===== src/rtl/otter_arb_pkg.sv =====
// Shared types and default widths for the OTTER unified-memory arbiter.
package otter_arb_pkg;

    localparam int unsigned ARB_ADDR_W = 32;
    localparam int unsigned ARB_DATA_W = 32;
    localparam int unsigned ARB_CNT_W  = 4;

    typedef enum logic {
        ARB_IDLE,
        ARB_BUSY
    } state_t;

    typedef enum logic [1:0] {
        OWN_NONE,
        OWN_IF,
        OWN_DM
    } owner_t;

endpackage


===== src/rtl/otter_mem_arbiter_if.sv =====
// Fetch, data and memory-side bus bundle for otter_mem_arbiter.
// slave = arbiter side; master = requesters plus memory model.
interface otter_mem_arbiter_if #(
    parameter int unsigned ADDR_W = 32,
    parameter int unsigned DATA_W = 32
);
    localparam int unsigned BE_W = DATA_W / 8;

    logic              if_req;
    logic [ADDR_W-1:0] if_addr;
    logic              if_gnt;
    logic              if_rvalid;
    logic [DATA_W-1:0] if_rdata;

    logic              dm_req;
    logic              dm_we;
    logic [ADDR_W-1:0] dm_addr;
    logic [DATA_W-1:0] dm_wdata;
    logic [BE_W-1:0]   dm_be;
    logic              dm_gnt;
    logic              dm_rvalid;
    logic [DATA_W-1:0] dm_rdata;

    logic              mem_req;
    logic              mem_we;
    logic [ADDR_W-1:0] mem_addr;
    logic [DATA_W-1:0] mem_wdata;
    logic [BE_W-1:0]   mem_be;
    logic              mem_ack;
    logic [DATA_W-1:0] mem_rdata;

    modport slave (
        input  if_req, if_addr,
        output if_gnt, if_rvalid, if_rdata,
        input  dm_req, dm_we, dm_addr, dm_wdata, dm_be,
        output dm_gnt, dm_rvalid, dm_rdata,
        output mem_req, mem_we, mem_addr, mem_wdata, mem_be,
        input  mem_ack, mem_rdata
    );

    modport master (
        output if_req, if_addr,
        input  if_gnt, if_rvalid, if_rdata,
        output dm_req, dm_we, dm_addr, dm_wdata, dm_be,
        input  dm_gnt, dm_rvalid, dm_rdata,
        input  mem_req, mem_we, mem_addr, mem_wdata, mem_be,
        output mem_ack, mem_rdata
    );

endinterface


===== src/rtl/otter_arb_starve_ctr.sv =====
// Counts DM grants won while IF was waiting; raises force_if_c at the limit.
module otter_arb_starve_ctr
    import otter_arb_pkg::*;
#(
    parameter int unsigned STARVE_LIMIT = 4
) (
    input  logic clk,
    input  logic rst_n,
    input  logic if_req,
    input  logic if_gnt,
    input  logic dm_gnt,
    output logic force_if_c
);

    logic [ARB_CNT_W-1:0] cnt_q, cnt_d;

    // Only DM wins that actually blocked IF count toward starvation.
    always_comb begin
        cnt_d = cnt_q;
        if (if_gnt) begin
            cnt_d = '0;
        end else if (dm_gnt) begin
            if (!if_req) begin
                cnt_d = '0;
            end else if (cnt_q != '1) begin
                cnt_d = cnt_q + ARB_CNT_W'(1);
            end
        end
    end

    always_ff @(posedge clk or negedge rst_n) begin
        if (!rst_n) cnt_q <= '0;
        else        cnt_q <= cnt_d;
    end

    assign force_if_c = (cnt_q == ARB_CNT_W'(STARVE_LIMIT));

endmodule


===== src/rtl/otter_mem_arbiter.sv =====
// Single-outstanding arbiter sharing OTTER unified memory between IF and DM.
// Optional IF anti-starvation enabled by defining ARB_FAIRNESS_EN.
module otter_mem_arbiter
    import otter_arb_pkg::*;
#(
    parameter int unsigned ADDR_W       = ARB_ADDR_W,
    parameter int unsigned DATA_W       = ARB_DATA_W,
    parameter int unsigned STARVE_LIMIT = 4
) (
    input  logic                clk,
    input  logic                rst_n,
    otter_mem_arbiter_if.slave  bus
);

    localparam int unsigned BE_W = DATA_W / 8;

    if (STARVE_LIMIT < 1 || STARVE_LIMIT > 15) begin : g_bad_limit
        $error("otter_mem_arbiter: STARVE_LIMIT must be 1..15");
    end

    state_t            state_q, state_d;
    owner_t            owner_q, owner_d;
    logic              mem_req_q, mem_req_d;
    logic              mem_we_q, mem_we_d;
    logic [ADDR_W-1:0] mem_addr_q, mem_addr_d;
    logic [DATA_W-1:0] mem_wdata_q, mem_wdata_d;
    logic [BE_W-1:0]   mem_be_q, mem_be_d;
    logic              if_rvalid_q, if_rvalid_d;
    logic              dm_rvalid_q, dm_rvalid_d;
    logic [DATA_W-1:0] if_rdata_q, if_rdata_d;
    logic [DATA_W-1:0] dm_rdata_q, dm_rdata_d;
    logic              if_gnt_c, dm_gnt_c, force_if_c;

`ifdef ARB_FAIRNESS_EN
    otter_arb_starve_ctr #(
        .STARVE_LIMIT (STARVE_LIMIT)
    ) u_starve_ctr (
        .clk        (clk),
        .rst_n      (rst_n),
        .if_req     (bus.if_req),
        .if_gnt     (if_gnt_c),
        .dm_gnt     (dm_gnt_c),
        .force_if_c (force_if_c)
    );
`else
    assign force_if_c = 1'b0;
`endif

    // Next-state, grant and response logic.
    always_comb begin
        state_d     = state_q;
        owner_d     = owner_q;
        mem_req_d   = mem_req_q;
        mem_we_d    = mem_we_q;
        mem_addr_d  = mem_addr_q;
        mem_wdata_d = mem_wdata_q;
        mem_be_d    = mem_be_q;
        if_rvalid_d = 1'b0;
        dm_rvalid_d = 1'b0;
        if_rdata_d  = if_rdata_q;
        dm_rdata_d  = dm_rdata_q;
        if_gnt_c    = 1'b0;
        dm_gnt_c    = 1'b0;

        case (state_q)
            ARB_IDLE: begin
                if (bus.dm_req && !(bus.if_req && force_if_c)) begin
                    dm_gnt_c    = 1'b1;
                    owner_d     = OWN_DM;
                    state_d     = ARB_BUSY;
                    mem_req_d   = 1'b1;
                    mem_we_d    = bus.dm_we;
                    mem_addr_d  = bus.dm_addr;
                    mem_wdata_d = bus.dm_wdata;
                    mem_be_d    = bus.dm_be;
                end else if (bus.if_req) begin
                    if_gnt_c    = 1'b1;
                    owner_d     = OWN_IF;
                    state_d     = ARB_BUSY;
                    mem_req_d   = 1'b1;
                    mem_we_d    = 1'b0;
                    mem_addr_d  = bus.if_addr;
                    mem_wdata_d = '0;
                    mem_be_d    = '1;
                end
            end
            ARB_BUSY: begin
                if (bus.mem_ack) begin
                    state_d   = ARB_IDLE;
                    owner_d   = OWN_NONE;
                    mem_req_d = 1'b0;
                    if (owner_q == OWN_IF) begin
                        if_rvalid_d = 1'b1;
                        if_rdata_d  = bus.mem_rdata;
                    end else if (owner_q == OWN_DM) begin
                        dm_rvalid_d = 1'b1;
                        dm_rdata_d  = mem_we_q ? '0 : bus.mem_rdata;
                    end
                end
            end
            default: begin
                state_d   = ARB_IDLE;
                owner_d   = OWN_NONE;
                mem_req_d = 1'b0;
            end
        endcase
    end

    always_ff @(posedge clk or negedge rst_n) begin
        if (!rst_n) begin
            state_q     <= ARB_IDLE;
            owner_q     <= OWN_NONE;
            mem_req_q   <= 1'b0;
            mem_we_q    <= 1'b0;
            mem_addr_q  <= '0;
            mem_wdata_q <= '0;
            mem_be_q    <= '0;
            if_rvalid_q <= 1'b0;
            dm_rvalid_q <= 1'b0;
            if_rdata_q  <= '0;
            dm_rdata_q  <= '0;
        end else begin
            state_q     <= state_d;
            owner_q     <= owner_d;
            mem_req_q   <= mem_req_d;
            mem_we_q    <= mem_we_d;
            mem_addr_q  <= mem_addr_d;
            mem_wdata_q <= mem_wdata_d;
            mem_be_q    <= mem_be_d;
            if_rvalid_q <= if_rvalid_d;
            dm_rvalid_q <= dm_rvalid_d;
            if_rdata_q  <= if_rdata_d;
            dm_rdata_q  <= dm_rdata_d;
        end
    end

    assign bus.if_gnt    = if_gnt_c;
    assign bus.dm_gnt    = dm_gnt_c;
    assign bus.if_rvalid = if_rvalid_q;
    assign bus.if_rdata  = if_rdata_q;
    assign bus.dm_rvalid = dm_rvalid_q;
    assign bus.dm_rdata  = dm_rdata_q;
    assign bus.mem_req   = mem_req_q;
    assign bus.mem_we    = mem_we_q;
    assign bus.mem_addr  = mem_addr_q;
    assign bus.mem_wdata = mem_wdata_q;
    assign bus.mem_be    = mem_be_q;

endmodule


===== src/flat_wrapper.sv =====
// flat-port wrapper written by rule: the top's interface ports become plain ports
module otter_mem_arbiter_flat import otter_arb_pkg::*;
#(
    parameter int unsigned ADDR_W       = ARB_ADDR_W,
    parameter int unsigned DATA_W       = ARB_DATA_W,
    parameter int unsigned STARVE_LIMIT = 4
)
  (clk, rst_n, bus_if_req, bus_if_addr, bus_if_gnt, bus_if_rvalid, bus_if_rdata, bus_dm_req, bus_dm_we, bus_dm_addr, bus_dm_wdata, bus_dm_be, bus_dm_gnt, bus_dm_rvalid, bus_dm_rdata, bus_mem_req, bus_mem_we, bus_mem_addr, bus_mem_wdata, bus_mem_be, bus_mem_ack, bus_mem_rdata);
  otter_mem_arbiter_if #(.ADDR_W(ADDR_W), .DATA_W(DATA_W)) bus_i ();
  input  logic clk;
  input  logic rst_n;
  input wire logic [$bits(bus_i.if_req)-1:0] bus_if_req;
  input wire logic [$bits(bus_i.if_addr)-1:0] bus_if_addr;
  output wire logic [$bits(bus_i.if_gnt)-1:0] bus_if_gnt;
  output wire logic [$bits(bus_i.if_rvalid)-1:0] bus_if_rvalid;
  output wire logic [$bits(bus_i.if_rdata)-1:0] bus_if_rdata;
  input wire logic [$bits(bus_i.dm_req)-1:0] bus_dm_req;
  input wire logic [$bits(bus_i.dm_we)-1:0] bus_dm_we;
  input wire logic [$bits(bus_i.dm_addr)-1:0] bus_dm_addr;
  input wire logic [$bits(bus_i.dm_wdata)-1:0] bus_dm_wdata;
  input wire logic [$bits(bus_i.dm_be)-1:0] bus_dm_be;
  output wire logic [$bits(bus_i.dm_gnt)-1:0] bus_dm_gnt;
  output wire logic [$bits(bus_i.dm_rvalid)-1:0] bus_dm_rvalid;
  output wire logic [$bits(bus_i.dm_rdata)-1:0] bus_dm_rdata;
  output wire logic [$bits(bus_i.mem_req)-1:0] bus_mem_req;
  output wire logic [$bits(bus_i.mem_we)-1:0] bus_mem_we;
  output wire logic [$bits(bus_i.mem_addr)-1:0] bus_mem_addr;
  output wire logic [$bits(bus_i.mem_wdata)-1:0] bus_mem_wdata;
  output wire logic [$bits(bus_i.mem_be)-1:0] bus_mem_be;
  input wire logic [$bits(bus_i.mem_ack)-1:0] bus_mem_ack;
  input wire logic [$bits(bus_i.mem_rdata)-1:0] bus_mem_rdata;
  assign bus_i.if_req = bus_if_req;
  assign bus_i.if_addr = bus_if_addr;
  assign bus_if_gnt = bus_i.if_gnt;
  assign bus_if_rvalid = bus_i.if_rvalid;
  assign bus_if_rdata = bus_i.if_rdata;
  assign bus_i.dm_req = bus_dm_req;
  assign bus_i.dm_we = bus_dm_we;
  assign bus_i.dm_addr = bus_dm_addr;
  assign bus_i.dm_wdata = bus_dm_wdata;
  assign bus_i.dm_be = bus_dm_be;
  assign bus_dm_gnt = bus_i.dm_gnt;
  assign bus_dm_rvalid = bus_i.dm_rvalid;
  assign bus_dm_rdata = bus_i.dm_rdata;
  assign bus_mem_req = bus_i.mem_req;
  assign bus_mem_we = bus_i.mem_we;
  assign bus_mem_addr = bus_i.mem_addr;
  assign bus_mem_wdata = bus_i.mem_wdata;
  assign bus_mem_be = bus_i.mem_be;
  assign bus_i.mem_ack = bus_mem_ack;
  assign bus_i.mem_rdata = bus_mem_rdata;
  otter_mem_arbiter #(.ADDR_W(ADDR_W), .DATA_W(DATA_W), .STARVE_LIMIT(STARVE_LIMIT)) u_core (.clk(clk), .rst_n(rst_n), .bus(bus_i));
endmodule

===== config.mk =====
export PLATFORM = sky130hd
export DESIGN_NAME = otter_mem_arbiter_flat
export DESIGN_NICKNAME = d
export VERILOG_FILES = /design/src/rtl/otter_arb_pkg.sv /design/src/rtl/otter_mem_arbiter_if.sv /design/src/rtl/otter_arb_starve_ctr.sv /design/src/rtl/otter_mem_arbiter.sv /design/src/flat_wrapper.sv
export SDC_FILE = /design/constraint.sdc
export NUM_CORES = 1
export LEC_CHECK = 0
export ABC_AREA = 1
export BUFFER_PORTS_ARGS = -buffer_cell sky130_fd_sc_hd__buf_4
export CAP_MARGIN = 20
export CORE_ASPECT_RATIO = 0.6
export CORE_UTILIZATION = 40
export CTS_CLUSTER_DIAMETER = 150
export CTS_CLUSTER_SIZE = 24
export DETAILED_ROUTE_END_ITERATION = 8
export MAX_ROUTING_LAYER = met4
export PLACE_DENSITY = 0.75
export SYNTH_ARGS = -nofsm -noshare
export SYNTH_HDL_FRONTEND = slang
export SYNTH_SLANG_ARGS = --single-unit

===== constraint.sdc =====
create_clock -name clk -period 2.8 [get_ports clk]
set_clock_uncertainty 0.05 [all_clocks]
set_input_delay 0.14 -clock clk [delete_from_list [all_inputs] [get_ports clk]]
set_output_delay 0.14 -clock clk [all_outputs]
set_load 0.05 [all_outputs]

==> metrics.txt <==
CTS tree=yes; Synth area leader=dfrtp_1; Remaining DRCs=0; first drt pass iteration count=5; nature of the critical path startpoint=register; final net count=about 1300; worst-path fanout max=26; Synth cell types=17; clk slew on worst S/H paths=roughly 0.06 ns; Flop pwr share=29.6%; clock latency on the worst-skew pair=0.40 ns; number of H-tree levels=4; synth top area cells=dfrtp_1, nand2_1, nand3_1; hold_buf cts=100; register bit total from synthesis=between 100 and 150; DRT Wirelength=19300 um; clock root buffer=clkbuf_16; Clock Tree Buf Depth=2; Net Sw Power=5.36 mW; Synth top area share=roughly 58%; min Tclk post-route=2.35 ns; multiplexer share of the synthesized area=0%; chip height=about 97 um; Logic pwr share=50.9%; Ys Warns=0; Final HPWL DP=about 12000 um; CTS-repair resized insts=0; initial antenna violation count=0; Syn Nets=~900; synthesized area per cell=7.86 um^2; Power Dens Cells=1110 nW/um^2; vias=between 6000 and 7000; I/O Buffers=between 200 and 300; Net Sw Frac=49.2%; vias in the first global route=around 6500; WS Path Type=register to primary output; Die Wd=between 150 and 200 um; Post-Syn Instances=approximately 770; FMAX=approximately 430 MHz; ANT nets after route=0; DR iter-0 viols=between 300 and 400; Pleak=5.57 nW; Ports=about 280; crit path DAT=around 2.2 ns; Mapped Area=6020 um^2; Maximum Capacitance Violations=0; antenna cell count=0; Slew Limit Fails=0; total CTS buffers=17; Placeable Area=14600 um^2; # setup viols final=0; total track usage=between 20% and 30%; Die Footprint=between 15000 and 20000 um^2; gp weighted congestion=roughly 0.83; Congestion Overflow GR=0; share of cells above drive strength 1=between 20% and 30%; sequential fraction of the synthesis area=between 50% and 60%; # fillers=roughly 1200; Required @ worst endpoint=2.61 ns; Sink Count=139; main combinational cell family by area after synthesis=simple AND/OR/NAND/NOR gates; simple-gate area share of the yosys netlist=approximately a third; Post-Synth XOR/XNOR Area=0%; Crit. End Element=primary output; Area Growth Syn to Fin=62.9%; FP Rows=34; pin count of the biggest net entering global routing=72; first-pass GRT wire length=approximately 32000 um; Initial Utilization=41.2%; slew margin rel.=42.6%; Fin. Hold Viols=0; post-synthesis compound-gate area fraction=under 10%; vias per std cell=between 4 and 5; number of post-CTS setup repair buffers=0; actual slew at the worst max-slew pin=0.855 ns; internal power=around 5.5 mW; Tcrit/Tclk final=84.0%; Routed wire per std cell=about 14 um; Final Power=10.9 mW; Setup TNS=0 ns; clock network fraction of total power=around a fifth; status=finished clean; adder-cell share of the synthesized area=0%; Max rail drop VDD=about 0.70 mV; Hold/Removal Path Class=input port to register; RSZ-0062 raised after global routing=false
## registers in the layout (all words and copies together) (netlist names)
name,count
u_core.bus.dm_rdata,32
u_core.bus.if_rdata,32
u_core.bus.mem_addr,32
u_core.bus.mem_wdata,32
u_core.bus.mem_be,4
u_core.owner_q,2
u_core.bus.dm_rvalid,1
u_core.bus.if_rvalid,1
u_core.bus.mem_req,1
u_core.bus.mem_we,1
u_core.state_q,1
## cells by family after synthesis
logic type | after synthesis
buffers and inverters | 115
AOI/OAI and AO/OA | 34
and+or+nand+nor | 478
DFF | 139
## stage by stage
stage	setup slack, ns	utilization, %	cells	instance area (um^2)	hold slack [ns]
after floorplan	1.31	-	766	6020	-0.206
after global placement	0.769	56.5	1207	8240	0.149
after detailed placement	0.684	56.5	1207	8240	0.152
after CTS	0.429	67.2	1339	9800	0.00154
after global routing	0.294	67.2	1339	9800	0.0173
final	0.448	67.2	1339	9800	0.0137
## cells in the final DEF, fill, tap and decap left out, drive strengths merged
| cell | instances |
|---|---|
| buf | 286 |
| clkbuf | 19 |
| clkinv | 7 |
| clkinvlp | 2 |
| dfrtp | 139 |
| dlygate4sd3 | 100 |
| inv | 76 |
| nand2 | 365 |
| nand3 | 66 |
| nor2 | 46 |
| o21ai | 34 |
| or2 | 1 |
## per-layer routing
layer  vias to the layer above  global-route usage (%)  wire, um
met1                      2887                    32.7      8410
li1                       3042                       -         -
met2                       253                    43.2      9190
met4                         0                    8.35       407
met3                        38                    6.73      1260
met5                         -                       -         0
## final timing paths
kind	cells past startpoint	startpoint	to	slack [ns]
worst max-delay path	4	u_core.state_q	bus_dm_gnt	0.45
worst min-delay path	5	bus_if_addr[27]	u_core.bus.mem_addr[27]	0.01
worst max register to register	6	u_core.state_q	u_core.bus.mem_wdata[22]	0.77
worst min register to register	2	u_core.bus.dm_rdata[17]	u_core.bus.dm_rdata[17]	0.42
max in group asynchronous	3	rst_n	u_core.bus.if_rdata[0]	1.74
min in group asynchronous	2	rst_n	u_core.bus.mem_wdata[7]	0.26
## critical path: stages, from the launching register on
cell      delay [ns]
dfrtp_1         0.36
inv_2           0.07
nand2_2         0.14
clkinv_1        0.71
buf_4           0.48
## power by group through the flow
stage               logic, mW  registers [mW]  clock network [mW]
floorplan                1.00            5.82                   0
global placement         5.38            3.22                   0
detailed placement       5.44            3.22                   0
CTS                      5.55            3.21                2.17
global route             5.86            3.31                2.27
finish                   5.54            3.22                2.13
## final cells by class
class,instances,area [um^2],area share (%)
clock buffer,19,453,4.62
inverter,72,270,2.76
sequential,139,3480,35.5
tap,198,248,2.53
multi-input combinational,512,2070,21.1
timing repair buffer,386,3180,32.4
clock inverter,13,108,1.10
## synth_stat cells, drive strengths merged
library cell / count
inv: 71
or2: 1
clkinv: 1
clkbuf: 16
nor2: 46
buf: 27
nand2: 365
nand3: 66
dfrtp: 139
o21ai: 34
Power figures use the tool's default switching activity.
